--- src/rtl/starfield_compositor.sv ---
// Starfield compositor: brightness floor, frame-rate twinkle and RGB tint on the
// starfield output, composited behind the foreground layer with matched timing.
module starfield_compositor (
  input  logic       clk,
  input  logic       rst,
  input  logic       en,
  input  logic       sf_on,
  input  logic [7:0] sf_star,
  input  logic       fg_on,
  input  logic [7:0] fg_r,
  input  logic [7:0] fg_g,
  input  logic [7:0] fg_b,
  input  logic       hsync,
  input  logic       vsync,
  input  logic       hblank,
  input  logic       vblank,
  input  logic [2:0] addr,
  input  logic [7:0] data_in,
  input  logic       write,
  output logic [7:0] r,
  output logic [7:0] g,
  output logic [7:0] b,
  output logic       hsync_o,
  output logic       vsync_o,
  output logic       hblank_o,
  output logic       vblank_o
);

  typedef enum logic [2:0] {
    A_CTRL   = 3'd0,
    A_FLOOR  = 3'd1,
    A_TINT_R = 3'd2,
    A_TINT_G = 3'd3,
    A_TINT_B = 3'd4,
    A_RATE   = 3'd5
  } reg_addr_e;

  typedef struct packed {
    logic hsync;
    logic vsync;
    logic hblank;
    logic vblank;
  } timing_t;

  typedef struct packed {
    logic [7:0] r;
    logic [7:0] g;
    logic [7:0] b;
  } rgb_t;

  // Scale by t/255 without a divider: (v*t + v) >> 8 is exact at t=0 and t=0xFF.
  function automatic logic [7:0] tint_ch(input logic [7:0] v, input logic [7:0] t);
    return 8'((16'(v) * 16'(t) + 16'(v)) >> 8);
  endfunction

  logic [2:0] ctrl_q;
  logic [7:0] floor_q;
  logic [7:0] rate_q;
  rgb_t       tint_q;
  logic [7:0] cnt_q;
  logic [7:0] lfsr_q;
  logic       vblank_prev_q;

  logic       s1_vis_q;
  logic [7:0] s1_b_q;
  logic [2:0] s1_tag_q;
  logic       s1_fg_on_q;
  rgb_t       s1_fg_q;
  timing_t    s1_tm_q;

  logic       s2_vis_q;
  rgb_t       s2_star_q;
  logic       s2_fg_on_q;
  rgb_t       s2_fg_q;
  timing_t    s2_tm_q;

  rgb_t       out_q;
  timing_t    out_tm_q;

  logic       frame_edge;
  logic       rate_wr;
  logic [7:0] s1_b_d;
  logic [7:0] b2_d;
  rgb_t       star_d;
  rgb_t       out_d;

  assign frame_edge = en & vblank & ~vblank_prev_q;
  assign rate_wr    = write & (addr == A_RATE);
  assign s1_b_d     = (sf_star < floor_q) ? floor_q : sf_star;

  // NOTE: all state below uses non-blocking (<=) so every register samples pre-edge values.
  always_ff @(posedge clk) begin
    if (rst) begin
      ctrl_q  <= 3'b001;
      floor_q <= 8'h00;
      tint_q  <= '{r: 8'hFF, g: 8'hFF, b: 8'hFF};
      rate_q  <= 8'h08;
    end else if (write) begin
      case (reg_addr_e'(addr))
        A_CTRL:   ctrl_q   <= data_in[2:0];
        A_FLOOR:  floor_q  <= data_in;
        A_TINT_R: tint_q.r <= data_in;
        A_TINT_G: tint_q.g <= data_in;
        A_TINT_B: tint_q.b <= data_in;
        A_RATE:   rate_q   <= data_in;
        default:  ;
      endcase
    end
  end

  always_ff @(posedge clk) begin
    if (rst) begin
      vblank_prev_q <= 1'b0;
      cnt_q         <= 8'h00;
      lfsr_q        <= 8'hA5;
    end else begin
      if (en) vblank_prev_q <= vblank;
      if (frame_edge && rate_q != 8'd0) begin
        if (cnt_q == rate_q - 8'd1) begin
          cnt_q  <= 8'h00;
          lfsr_q <= {lfsr_q[6:0], lfsr_q[7] ^ lfsr_q[5] ^ lfsr_q[4] ^ lfsr_q[3]};
        end else begin
          cnt_q <= cnt_q + 8'd1;
        end
      end
      // A rate write restarts the frame count even if an edge lands in the same clk.
      if (rate_wr) cnt_q <= 8'h00;
    end
  end

  // NOTE: every always_comb output gets a default first so no latch is inferred.
  always_comb begin
    b2_d = s1_b_q;
    if (ctrl_q[2] && s1_tag_q == lfsr_q[2:0]) b2_d = s1_b_q >> 1;
    star_d = '{r: b2_d, g: b2_d, b: b2_d};
    if (ctrl_q[1]) begin
      star_d.r = tint_ch(b2_d, tint_q.r);
      star_d.g = tint_ch(b2_d, tint_q.g);
      star_d.b = tint_ch(b2_d, tint_q.b);
    end
    out_d = '0;
    if (!(s2_tm_q.hblank || s2_tm_q.vblank)) begin
      if (s2_fg_on_q)    out_d = s2_fg_q;
      else if (s2_vis_q) out_d = s2_star_q;
    end
  end

  always_ff @(posedge clk) begin
    if (rst) begin
      s1_vis_q   <= 1'b0;
      s1_b_q     <= 8'h00;
      s1_tag_q   <= 3'b000;
      s1_fg_on_q <= 1'b0;
      s1_fg_q    <= '0;
      s1_tm_q    <= '0;
      s2_vis_q   <= 1'b0;
      s2_star_q  <= '0;
      s2_fg_on_q <= 1'b0;
      s2_fg_q    <= '0;
      s2_tm_q    <= '0;
      out_q      <= '0;
      out_tm_q   <= '0;
    end else if (en) begin
      s1_vis_q   <= sf_on & ctrl_q[0] & ~hblank & ~vblank;
      s1_b_q     <= s1_b_d;
      s1_tag_q   <= sf_star[7:5];
      s1_fg_on_q <= fg_on;
      s1_fg_q    <= '{r: fg_r, g: fg_g, b: fg_b};
      s1_tm_q    <= '{hsync: hsync, vsync: vsync, hblank: hblank, vblank: vblank};
      s2_vis_q   <= s1_vis_q;
      s2_star_q  <= star_d;
      s2_fg_on_q <= s1_fg_on_q;
      s2_fg_q    <= s1_fg_q;
      s2_tm_q    <= s1_tm_q;
      out_q      <= out_d;
      out_tm_q   <= s2_tm_q;
    end
  end

  assign r        = out_q.r;
  assign g        = out_q.g;
  assign b        = out_q.b;
  assign hsync_o  = out_tm_q.hsync;
  assign vsync_o  = out_tm_q.vsync;
  assign hblank_o = out_tm_q.hblank;
  assign vblank_o = out_tm_q.vblank;

endmodule
--- config.mk ---
export PLATFORM = sky130hd
export DESIGN_NAME = starfield_compositor
export DESIGN_NICKNAME = d
export VERILOG_FILES = /design/src/rtl/starfield_compositor.sv
export SDC_FILE = /design/constraint.sdc
export NUM_CORES = 1
export LEC_CHECK = 0
export ABC_CLOCK_PERIOD_IN_PS = 17800
export CAP_MARGIN = 20
export CORE_MARGIN = 2
export CORE_UTILIZATION = 50
export CTS_BUF_LIST = sky130_fd_sc_hd__clkbuf_8 sky130_fd_sc_hd__clkbuf_16
export DETAILED_ROUTE_END_ITERATION = 16
export PLACE_DENSITY = 0.76
export SETUP_SLACK_MARGIN = 0.4
export SLEW_MARGIN = 30
export SYNTH_ARGS = -nofsm -noshare
export SYNTH_HDL_FRONTEND = slang
export SYNTH_SLANG_ARGS = --single-unit
--- constraint.sdc ---
create_clock -name clk -period 17.8 [get_ports clk]
set_clock_uncertainty 0.2 [all_clocks]
set_input_delay 4.45 -clock clk [delete_from_list [all_inputs] [get_ports clk]]
set_output_delay 4.45 -clock clk [all_outputs]
set_load 0.02 [all_outputs]
==> impl_metrics.toml <==
[placed_design]
place_area_um2 = 15100
hpwl_um = 24750
portBuffers = 80
gp_congestion = 0.9038

[detailed_routing]
avgRoutedWirePerCell_um = 17.13
drt_iter0_drc = 836
firstDrtPassIters = 5
vias = 11090
ant_nets = 0
vias_per_cell = 5.608
wirelength_um = 33870
drc = 0

[layout]
antenna_cells = 0
design_area_um2 = 15690
area_growth_pct = 12.06
final_nets = 1873
drive_above_1_share_pct = 4.690

[floorplanning]
die_area_um2 = 29360
rows = 61
die_y_um = 171.3
start_util_pct = 50.54
coreArea_um2 = 27710
dieWidth_um = 171.3
io_pins = 81

[setup_path]
r2r_end = "s2_star_q[20]"
rr_worst_depth = 19
crit_buf_inv = 3
critPathKind = "reg2reg"
slowest_delay_ps = 800
crit_fanout = 28
critPathTopFamily = "adder cells"
arrival_ps = 7290
r2r_start = "lfsr_q[1]"
path_cells = "xnor2_1, and4_1, mux2i_1, clkinv_1, and2_1, fa_1, fa_1, fa_1, inv_1, fa_1, inv_1, ha_1, a211oi_1, a22oi_1, a32o_1, a31o_2, o31a_1, a221oi_1, nor3_1"
rrSetupSlack_ps = 10600
crit_required_ps = 17890
slowest_stage = "clkinv_1"
crit_top_cell = "fa_1"
startpoint_type = "register"
crit_path_end_kind = "register"

[synthesis]
ys_warn_count = 0
synth_edf_count = 0
yosysUniqueCellTypes = 72
synth-async-reset-ratio_pct = 0
syn_nets = 1834
netlist_area_um2 = 14000
synth_ff_type = "dfxtp_1"
avgSynthCellArea_um2 = 9.050
synthCells = 1547
synth-seq-area-share_pct = 26.02
synth-seq-cells = 182

[sta]
finalCriticalPeriod_ps = 7200
grt_setup_unrepaired = "false"
tns_ps = 0
slew_headroom_pct = 31.45
post-route-period-util_pct = 40.45
finalSetupViolCount = 0
clock.fmax_mhz = 138.9
finalHoldViolCount = 0
worstMarginPinSlew_ps = 1020
slew_viol_final = 0

[clock_tree]
cts.reportedPaths.clkPinSlew_ps = 70
cts-root-buf = "clkbuf_16"
cts_setup_buffers = 0
cts_resized = 0
clk_latency_ps = 440
numCtsBuffers = 17
cts_tree = "done"
cts_buffer_depth = 2
cts_hold_buf = 0
htreeDepth = 4
cts_sinks = 182

[hold_path]
worstHoldPathCells = 2
min_path_type = "reg2reg"
hold_start = "s1_vis_q"
whs_endpoint = "s1_vis_q"

[flow_run]
drv_cap = 0

[power_and_ir_drop]
ir_worst_vdd_mv = 0.07941
cellPowerDensity_nw_per_um2 = 98.11
leakage_nw = 6.958

[grt]
grt_overflow = 0
grt_pass1_wl_um = 55810
grt_use_total_pct = 24.05
grt_max_degree = 79
grt_antenna_before_repair = 0
grt_pass1_vias = 10920

[status]
status = "finished clean"
-- cells in the final DEF (no fill, tap or decap), types with 29 or more instances in the layout --
cell type,n
dfxtp_1,182
nand2_1,178
nor2_1,144
inv_1,135
fa_1,129
and2_1,126
mux2i_1,124
ha_1,105
clkdlybuf4s50_1,78
a21oi_1,54
o21ai_0,42
a22oi_1,29
-- stage by stage --
step                      hold slack, ps  utilization, %  power, mW  setup WS [ps]  std cells
after floorplan                    240.7               -     0.9777          11530       1547
after global placement             250.1           54.45      1.130          10090       1945
after detailed placement           260.5           54.50      1.156          10260       1945
after CTS                          271.4           56.62      1.538          10670       1977
after global routing               299.3           56.63      1.654          10220       1977
final                              270.0           56.63      1.539          10600       1977
-- logic make-up after synthesis --
group / Yosys count / synth area share [%]
AO/OA/AOI/OAI: 206 / 10.03
XOR/XNOR: 33 / 2.064
adder cells (fa/ha/maj): 234 / 27.83
buffers and inverters: 209 / 5.710
flip-flops: 182 / 26.02
multiplexers: 128 / 9.240
AND/OR/NAND/NOR: 555 / 19.11
-- Yosys cell counts, drive strengths merged (3+ instances only) --
library cell	count	area share, %
o21bai	4	0.24
nor4	9	0.49
a31oi	4	0.18
and4	5	0.31
ha	105	9.4
dfxtp	182	26
xor2	17	1.1
a22oi	29	1.6
inv	136	3.6
a31o	4	0.25
a21o	4	0.21
buf	13	0.46
nor2b	5	0.22
o21ai	43	1.5
nand2	180	4.8
mux2	4	0.38
a21boi	4	0.24
and2	126	5.6
nand3	15	0.54
or2	4	0.18
mux2i	124	8.9
a211o	3	0.19
a211oi	14	0.75
nor2	145	3.9
o22ai	4	0.18
nor3	9	0.36
or3	5	0.22
fa	129	18
clkbuf	59	1.6
nand2b	10	0.45
a21oi	55	2.0
and3	20	0.89
a22o	8	0.50
xnor2	16	1.0
nand4	13	0.58
nor3b	3	0.16
o21a	7	0.38
-- report_power, final --
part           internal (mW)  leakage [nW]  switching [mW]
Clock                  0.199         0.281           0.181
Combinational          0.296          5.19           0.428
Sequential             0.421          1.48          0.0143
-- area by class of cell --
cell class                 instances  area, µm²
tap                              378      473.0
clock inverter                    15      162.7
sequential                       182       3643
clock buffer                      17      425.4
timing repair buffer              92      885.9
fill                            2366      12020
multi-input combinational       1156       9585
inverter                         137      514.2
-- sequential cells by signal, summed over array words and instances, names as in the netlist, 3 cells and up --
name	count
s1_fg_q	24
s2_fg_q	24
s2_star_q	24
tint_q	24
b	8
cnt_q	8
floor_q	8
g	8
lfsr_q	8
r	8
rate_q	8
s1_b_q	8
s1_tm_q	4
s2_tm_q	4
ctrl_q	3
s1_tag_q	3
-- worst reg2reg max path, delay by kind of cell, from the launching register on --
family | cells | cell delay [ps]
AO/OA/AOI/OAI | 6 | 1550
XOR/XNOR | 1 | 150
adder cells (fa/ha/maj) | 5 | 2330
buffers and inverters | 3 | 890
flip-flops | 1 | 390
multiplexers | 1 | 410
AND/OR/NAND/NOR | 3 | 1160
-- how the worst max path moves through the flow --
stage	start	end	depth (start not counted)
2_1_floorplan	sf_star[4]	s1_b_q[0]	8
3_3_place_gp	en	cnt_q[5]	7
3_5_place_dp	en	cnt_q[0]	7
4_1_cts	en	cnt_q[0]	7
5_1_grt	lfsr_q[1]	s2_star_q[20]	19
6_report	lfsr_q[1]	s2_star_q[20]	19
-- per-layer routing --
| layer | up-vias | global-route usage [%] | share of wire, % |
|---|---|---|---|
| met3 | 56 | 3.543 | 5.7 |
| met5 | - | 0 | 0 |
| met4 | 0 | 9.101 | 3.1 |
| li1 | 5233 | - | - |
| met1 | 5451 | 33.34 | 45 |
| met2 | 348 | 38.13 | 47 |
Power figures use the tool's default switching activity.
==> variant, RTL diff (config.mk and constraints unchanged) <==
Put a register stage on the outputs `hsync_o`, `vsync_o`, `hblank_o` and `vblank_o`, without a reset. The values now appear one clock later. The other outputs are not delayed to match.
--- a/src/rtl/starfield_compositor.sv
+++ b/src/rtl/starfield_compositor.sv
@@ -181,8 +181,10 @@
   assign g        = out_q.g;
   assign b        = out_q.b;
-  assign hsync_o  = out_tm_q.hsync;
-  assign vsync_o  = out_tm_q.vsync;
-  assign hblank_o = out_tm_q.hblank;
-  assign vblank_o = out_tm_q.vblank;
+  always_ff @(posedge clk) begin
+    hsync_o  <= out_tm_q.hsync;
+    vsync_o  <= out_tm_q.vsync;
+    hblank_o <= out_tm_q.hblank;
+    vblank_o <= out_tm_q.vblank;
+  end
 
 endmodule
Function: changed (a bounded check fails within 4 cycles, from zero or initial values and one cycle with rst high).
==> variant against the unedited design <==
- final area rose by 0.55%
- core utilization is 0.16 points higher
- critical path depth down 1
- non-clock buffer count unchanged
- routed wire length rose by 2.6%
- setup slack better by 100 ps
- maximum frequency is 1.5% higher
- combinational power is 3.0% higher
- total power is 2.1% higher
- area after synthesis grew 0.57%
- sequential share of layout area up 0.38 points
- sequential cell count increased by 4
- count of clock-buffer cells in the layout is 1 higher
==> variant: results (changes against the unedited design) <==
Post-Syn Area per Cell=9.08 um^2 (+0.31%); outcome=finished, final reports clean; GP Congestion=0.876 (-3.1%); NumNets Final=1877 (+0.21%); DR vias=11100 (+0.018%); worst-path fanout max=29 (+3.6%); Worst path slowest cell=mux2_2; Final Non-Filler Cells=1981 (+0.20%); wire length of the first global-routing pass=57700 um (+3.4%); number of fill cells=2453 (+3.7%); Synth Area in Adders=27.7% (-0.16 points); top post-synthesis cells by count=dfxtp_1 (186), nand2_1 (180), nor2_1 (145); P_leak=7.01 nW (+0.82%); largest net degree at the start of global routing=109 (+38%); post-synth net total=1838 (+0.22%); post-synthesis compound-gate area fraction=9.97% (-0.057 points); worst path arrival time=7180 ps (-110 ps); critical register-to-register path startpoint=s1_tag_q[1]; Global Route Usage Sum=24.8% (+0.73 points); R2R Setup Slk=10700 ps (+100 ps); cell count of the worst reg-to-reg path=18 (-1); hold_ws=159 ps (-111 ps); HP Start=out_tm_q[3]; Placement Setup Slack=10480 ps (+218 ps); DRT Pass-1 Iters=6 (+1); share of layout cells above drive strength 1=4.68% (-0.012 points); final critical-path setup slack=10700 ps (+103 ps)
[variant: logic make-up (layout without fill, tap and decap cells)]
group / Yosys count / after routing
flip-flops: 186 / 186
multiplexers: 128 / 128
AND/OR/NAND/NOR: 555 / 555
adder cells (fa/ha/maj): 234 / 234
XOR/XNOR: 33 / 33
buffers and inverters: 209 / 261
AO/OA/AOI/OAI: 206 / 206
[variant: routing by layer]
| layer | vias up | wire [um] | track usage (%) |
|---|---|---|---|
| li1 | 5240 | - | - |
| met1 | 5399 | 15400 | 34.2 |
| met2 | 396 | 16200 | 40.0 |
| met3 | 55 | 2190 | 4.03 |
| met4 | 0 | 988 | 7.71 |
| met5 | - | 0 | 0 |
[variant: area by class of cell]
class | count | area, um^2 | share of cell area [%]
multi-input cells | 1156 | 9590 | 60.8
flip-flops and latches | 186 | 3720 | 23.6
repair buffers | 92 | 893 | 5.66
inverters | 137 | 515 | 3.27
well taps | 378 | 473 | 3.00
clock buffers | 18 | 439 | 2.78
clock inverters | 14 | 146 | 0.928
[variant: worst min-delay path by stage]
stage	cells after the start	endpoint
6_report	0	hsync_o
5_1_grt	0	vblank_o
4_1_cts	0	hsync_o
3_5_place_dp	0	vsync_o
3_3_place_gp	0	vsync_o
2_1_floorplan	0	hblank_o
[variant: power by group]
group          internal (mW)  leakage [nW]  total [mW]  switching [mW]
registers              0.430          1.52       0.444          0.0135
logic                  0.301          5.20       0.745           0.444
clock network          0.192         0.293       0.383           0.191
